## src/rtl/and_unit_sched.sv

```systemverilog
// Shares one LATENCY-cycle bitwise-AND pipeline among NREQ requesters, one issue per clock.
// Define AND_UNIT_SCHED_FIXED_PRIO_EN for lowest-index-wins arbitration instead of round-robin.
module and_unit_sched #(
    parameter int NREQ    = 4,
    parameter int W       = 8,
    parameter int LATENCY = 10
) (
    input  logic              clock,
    input  logic              reset_n,
    input  logic [NREQ-1:0]   req,
    input  logic [NREQ*W-1:0] in1,
    input  logic [NREQ*W-1:0] in2,
    output logic [NREQ-1:0]   gnt,
    output logic [NREQ-1:0]   resp_valid,
    output logic [W-1:0]      out,
    output logic              busy
);

    localparam int PW = (NREQ > 1) ? $clog2(NREQ) : 1;

    // Tag is carried one-hot, so a zero tag doubles as the stage's valid bit.
    logic [NREQ-1:0] tag_q  [LATENCY];
    logic [NREQ-1:0] tag_d  [LATENCY];
    logic [W-1:0]    data_q [LATENCY];
    logic [W-1:0]    data_d [LATENCY];
    logic [NREQ-1:0] pending_q, pending_d;
    logic [NREQ-1:0] eligible;
    logic [W-1:0]    issue_data;
    logic            pipe_any;

`ifndef AND_UNIT_SCHED_FIXED_PRIO_EN
    logic [PW-1:0]   ptr_q, ptr_d;
    logic [PW-1:0]   rr_idx;
    logic            rr_found;
`endif

    assign resp_valid = tag_q[LATENCY-1];
    assign out        = data_q[LATENCY-1];

    always_comb begin
        eligible = req & (~pending_q | resp_valid);
        gnt      = '0;
`ifdef AND_UNIT_SCHED_FIXED_PRIO_EN
        for (int i = NREQ - 1; i >= 0; i--) begin
            if (eligible[i]) begin
                gnt    = '0;
                gnt[i] = 1'b1;
            end
        end
`else
        rr_found = 1'b0;
        rr_idx   = '0;
        for (int k = 1; k <= NREQ; k++) begin
            rr_idx = PW'((int'(ptr_q) + k) % NREQ);
            if (!rr_found && eligible[rr_idx]) begin
                gnt[rr_idx] = 1'b1;
                rr_found    = 1'b1;
            end
        end
`endif
        if (!reset_n) begin
            gnt = '0;
        end
    end

    always_comb begin
        issue_data = '0;
        for (int i = 0; i < NREQ; i++) begin
            if (gnt[i]) begin
                issue_data = in1[i*W +: W] & in2[i*W +: W];
            end
        end

`ifndef AND_UNIT_SCHED_FIXED_PRIO_EN
        ptr_d = ptr_q;
        for (int i = 0; i < NREQ; i++) begin
            if (gnt[i]) begin
                ptr_d = PW'(i);
            end
        end
`endif

        // A same-edge re-accept wins over the clear from the outgoing result.
        pending_d = (pending_q & ~resp_valid) | gnt;

        tag_d[0]  = gnt;
        data_d[0] = issue_data;
        for (int s = 1; s < LATENCY; s++) begin
            tag_d[s]  = tag_q[s-1];
            data_d[s] = data_q[s-1];
        end

        pipe_any = 1'b0;
        for (int s = 0; s < LATENCY; s++) begin
            pipe_any = pipe_any | (|tag_q[s]);
        end
        busy = pipe_any | (|pending_q);
    end

    always_ff @(posedge clock) begin
        if (!reset_n) begin
            pending_q <= '0;
            for (int s = 0; s < LATENCY; s++) begin
                tag_q[s]  <= '0;
                data_q[s] <= '0;
            end
`ifndef AND_UNIT_SCHED_FIXED_PRIO_EN
            ptr_q <= PW'(NREQ - 1);
`endif
        end else begin
            pending_q <= pending_d;
            for (int s = 0; s < LATENCY; s++) begin
                tag_q[s]  <= tag_d[s];
                data_q[s] <= data_d[s];
            end
`ifndef AND_UNIT_SCHED_FIXED_PRIO_EN
            ptr_q <= ptr_d;
`endif
        end
    end

endmodule

```

## config.mk

```make
export PLATFORM = sky130hd
export DESIGN_NAME = and_unit_sched
export DESIGN_NICKNAME = d
export VERILOG_FILES = /design/src/rtl/and_unit_sched.sv
export SDC_FILE = /design/constraint.sdc
export NUM_CORES = 1
export LEC_CHECK = 0
export ABC_AREA = 1
export ABC_CLOCK_PERIOD_IN_PS = 2350
export CAP_MARGIN = 5
export CELL_PAD_IN_SITES_DETAIL_PLACEMENT = 1
export CELL_PAD_IN_SITES_GLOBAL_PLACEMENT = 1
export CORE_ASPECT_RATIO = 1.75
export CORE_UTILIZATION = 35
export CTS_BUF_LIST = sky130_fd_sc_hd__clkbuf_2
export CTS_CLUSTER_DIAMETER = 200
export DETAILED_ROUTE_END_ITERATION = 10
export PLACE_DENSITY = 0.74
export SLEW_MARGIN = 40
export SYNTH_ARGS = -nofsm -noshare
export SYNTH_HDL_FRONTEND = slang
export SYNTH_SLANG_ARGS = --single-unit
```

## constraint.sdc

```tcl
create_clock -name clock -period 2.35 [get_ports clock]
set_input_delay 0.47 -clock clock [delete_from_list [all_inputs] [get_ports clock]]
set_output_delay 0.47 -clock clock [all_outputs]
set_load 0.02 [all_outputs]
```

# [Word level (Yosys, flattened, before mapping)]
# Memory sizes are Yosys's and may differ from the RTL's.
# Index checks and enable logic that the tools add are counted.
# Widths: inputs -> output; s select.
[totals] register_bits=6 ramBits=120 input_bits=70 out_inout_bits=17 wordCells=139 memories=2
[memory_table] name="data_q" words=10 width=8 rd=10 rd_clocked_by_memory_dff=0 wr=10 line_no="24" source="logic [W-1:0] data_q [LATENCY];"
[memory_table] name="tag_q" words=10 width=4 rd=10 rd_clocked_by_memory_dff=0 wr=10 line_no="22" source="logic [NREQ-1:0] tag_q [LATENCY];"
[classes] n_addsub=4 magnitude_cmp=8 n_mux=53 bitwise_logic=44 reduce_logical=25
[op_table] op="$mux 8" n=14
[op_table] op="$mux 4" n=15
[op_table] op="$reduce_or 4->1" n=11
[op_table] op="$and 8x8->8" n=4
[op_table] op="$or 1x1->1" n=30
[op_table] op="$or 4x4->4" n=5
[op_table] op="$mux 1" n=14
[op_table] op="$lt 2x3->1 const B" n=4
[op_table] op="$and 4x4->4" n=2
[op_table] op="$bmux 1 s2" n=4
[op_table] op="$demux 1 s2" n=4
[op_table] op="$ge 2x1->1 const B" n=4
[op_table] op="$not 4->4" n=2
[op_table] op="$logic_and 1x1->1" n=7
[op_table] op="$add 2x1->2 const B" n=2
[op_table] op="$add 2x2->2 const B" n=2
[op_table] op="$mux 2" n=2
[op_table] op="$logic_not 1->1" n=3
[op_table] op="$reduce_bool 3->1" n=1
[op_table] op="$reduce_or 3->1" n=1
[op_table] op="$reduce_bool 2->1" n=1
[op_table] op="$reduce_or 2->1" n=1
[op_table] op="$not 1->1" n=1

# [Longest topological paths before layout]
[depth] ltp_word=21 depth_mapped=16 ltp_nobuf=16

# [Worst setup path before layout]
# Ideal clock, no wire load.
[synth_path] path_kind="register to output" startpoint="register ptr_q[0]" endpoint="output port gnt[1]" arrival_ps=1883 t_required_ps=1880 slack_ps=-3 path_stages_with_launch=14 path_buffers=2 cell_sequence="dfxtp_1 inv_2 ha_1 inv_1 nand3_1 nand2_1 nand3_1 nand2_1 clkinv_1 nand3_4 buf_8 nand2_4 inv_1 buf_4"
[synth_rtl] item="start, declared" line_no="32" source="logic [PW-1:0] ptr_q, ptr_d;"
[synth_rtl] item="start signal, assigned" line_no="108" source="ptr_q <= PW'(NREQ - 1);"
[synth_rtl] item="start signal, assigned" line_no="117" source="ptr_q <= ptr_d;"
[synth_rtl] item="end, declared" line_no="13" source="output logic [NREQ-1:0] gnt,"

# [Worst setup path after layout]
[layout_path] startpoint="register ptr_q[0]" endpoint="output port gnt[3]"
[layout_via] elab_chain_cells=14 elab_cells_between_ends=49 cone_classes="add/sub (4); order compare (8); mux (24); bitwise (3); reduce/logical (10)"
[layout_lines] item="branches (longest 12 deep; another with $lt 2x3->1)"
[layout_lines] item="$mux 4 (*)" line_no="55" source="if (!rr_found && eligible[rr_idx]) begin"
[layout_lines] item="$mux 4 (*)" line_no="61" source="if (!reset_n) begin"
# Mark *: on every way between the ends. The select of a mux whose other input is x is not followed.

==> metrics.cfg <==
[drt]
routed_wl_mm=10.9
first_iter_violations=85
num_vias=3888
viasPerCell=4.41
ant_nets=0
first_pass_iters=4
wl_per_cell_um=12.3
remaining_drc_errors=0

[global_route]
grt_pass1_vias=4271
antenna_found_initial=1
track_usage_pct=17.2
grt_first_pass_wirelength_mm=18.1
grt_start_max_net_pins=80
grt_overflow=0

[worst_setup_path]
path_max_fanout=4
arrival_ns=2.29
worst_setup_path_end_kind=output port
r2r_slack_ns=0.10
r2r_start=ptr_q[0]$_SDFFE_PP1P_
worst_r2r_path_depth=17
r2r-end=data_q[0][5]$_SDFF_PN0_
critPathKind=reg -> out
start_kind=register
required_ns=1.88

[sta]
max_freq_ghz=0.362
period_share_pct=118
rsz0062_at_grt=yes
hold_viol=0
fin_skew_ns=0.0250
worst_slew_pin_slew_ns=0.748
fin_ws_ns=-0.414
post-route-min-period_ns=2.76
setup_viol=5
slew_violations=0
relSlewSlack_pct=50.2
tns_ns=-1.75
hold_ws_ns=0.236

[logic_synthesis]
synthTopCellsByCount=nand2_1 (182), dfxtp_1 (126), inv_1 (126), nand3_1 (36), nor4_1 (11)
synth_edf_count=0
ys_ff_latch=126
yosysWarnings=0
ys.flop_type=dfxtp_1
synth.top_cells.by_area=dfxtp_1 (55%), nand2_1 (15%), inv_1 (10%)
synthesis.nets=646
synth_cells=569
synth.most_common_cell=nand2_1
ys_seq_area_share_pct=55.4
async_reset_ff_share_pct=0
syn_avg_cell_area_um2=8.01
yosysTopAreaCell=dfxtp_1
synth.top_cell.area_share_pct=55.4
synth_cell_types=27
syn_area_um2=4560

[clock_network]
clkTransAtPathRegs_ns=0.18
numClockSinks=126
cts_root_buffer=clkbuf_2
cts_tree=done
worstSkewPairLatency_ns=0.65
clk_path_buf_depth=2
cts_hold_buf=0
cts_buffers=17
cts_max_level=4

[floorplan]
die_y_um=153
start_util_pct=36.3
die_width_um=88.3
die_area_um2=13500
core_um2=12600
io_pins=87
row_count=54

[final_layout]
multi_input_area_um2=1640
nets=777
seq_area_um2=2530
drive_above_1_share_pct=21.0
fillCellCount=1549
syn2layout_area_growth_pct=40.2

[status]
status=complete, but fails checks
violations=negative setup slack

[placed_design]
gp_congestion=0.807
portBuffers=86
place_hpwl_mm=7.47
dp_slack_ns=-0.678

[power_and_ir_drop]
vdd_ir_drop_max_mv=0.684
cellPowerDensity_nw_per_um2=1040
p_leak_uw=0.00366

[run]
drv_cap=0

[min_path]
hold_class=in -> reg
min-delay-start=reset_n
whs_path_depth=4
worstHoldEndpoint=tag_q[0][3]$_SDFF_PN0_

stage by stage:
step	utilization [%]	area [um2]	total power, uW	instances
finish	50.8	6390	6650	882
global route	50.8	6390	7060	882
CTS	49.8	6260	6460	880
detailed placement	45.8	5760	4610	835
global placement	45.8	5760	4510	835
floorplan	-	4560	3770	569
critical path, stage by stage (launching register included):
cell and delay, ns:
dfxtp_4 0.40, inv_4 0.04, ha_4 0.29, inv_4 0.05, nand2_4 0.08, nand2_8 0.07, nor2_8 0.13, and2_4 0.16
nand2_2 0.06, nand2_2 0.09, nand2_4 0.06, inv_4 0.08, buf_6 0.12
worst max-delay path by stage:
stage | slack, ns | endpoint | startpoint | cells past startpoint
4_1_cts | -0.45 | gnt[2] | ptr_q[0]$_SDFFE_PP1P_ | 13
3_5_place_dp | -0.68 | gnt[3] | req[0] | 12
6_report | -0.41 | gnt[3] | ptr_q[0]$_SDFFE_PP1P_ | 12
3_3_place_gp | -0.62 | gnt[3] | req[2] | 12
5_1_grt | -0.58 | gnt[2] | tag_q[9][3]$_SDFF_PN0_ | 14
2_1_floorplan | 0.05 | gnt[2] | ptr_q[1]$_SDFFE_PP1P_ | 12
registers in the layout, indices dropped and copies added (netlist names):
register   cells
tag_q         40
pending_q      4
data_q        80
ptr_q          2
placed cells by master, fill, tap and decap left out, drive strengths merged:
cell type        n
a21oi           10
and2             1
buf             51
bufinv           4
clkbuf          17
clkdlybuf4s50   76
clkinv           7
clkinvlp         2
dfxtp          126
diode            1
dlymetal6s2s     3
ha               7
inv            133
nand2          196
nand3           46
nand3b           8
nand4            2
nor2            10
nor2b            1
nor4            11
o21ai            1
or3              1
logic make-up after synthesis:
family | Yosys count | share of synthesized area (%)
AO/OA/AOI/OAI | 11 | 1.21
adder cells (fa/ha/maj) | 7 | 1.92
buffers and inverters | 150 | 13.0
flip-flops | 126 | 55.4
AND/OR/NAND/NOR | 275 | 28.5
what timing repair did:
action	in CTS	in global routing
pin swaps	15	12
gates cloned	0	1
resized for setup	65	30
setup buffers	14	1
setup endpoints to repair	5	18
area by class of cell:
| type | instances | share of cell area, % |
|---|---|---|
| Inverter | 131 | 7.86 |
| Clock inverter | 15 | 3.00 |
| Multi-Input combinational cell | 294 | 25.6 |
| Clock buffer | 17 | 1.33 |
| Antenna cell | 1 | 0.0392 |
| Timing Repair Buffer | 130 | 19.3 |
| Sequential cell | 126 | 39.6 |
| Tap cell | 168 | 3.29 |
report_power, final:
group / switching [uW] / leakage (uW) / internal [uW] / total [uW]
Sequential: 97.7 / 0.00102 / 2340 / 2440
Combinational: 1500 / 0.00248 / 1230 / 2730
Clock: 785 / 0.000158 / 696 / 1480
metal layers:
metal	track usage, %	wire, um
met1	16.6	3820
met2	31.2	6140
met3	5.35	516
met4	9.29	391
met5	0	0
Note: power is estimated with default switching activity, not from simulation.
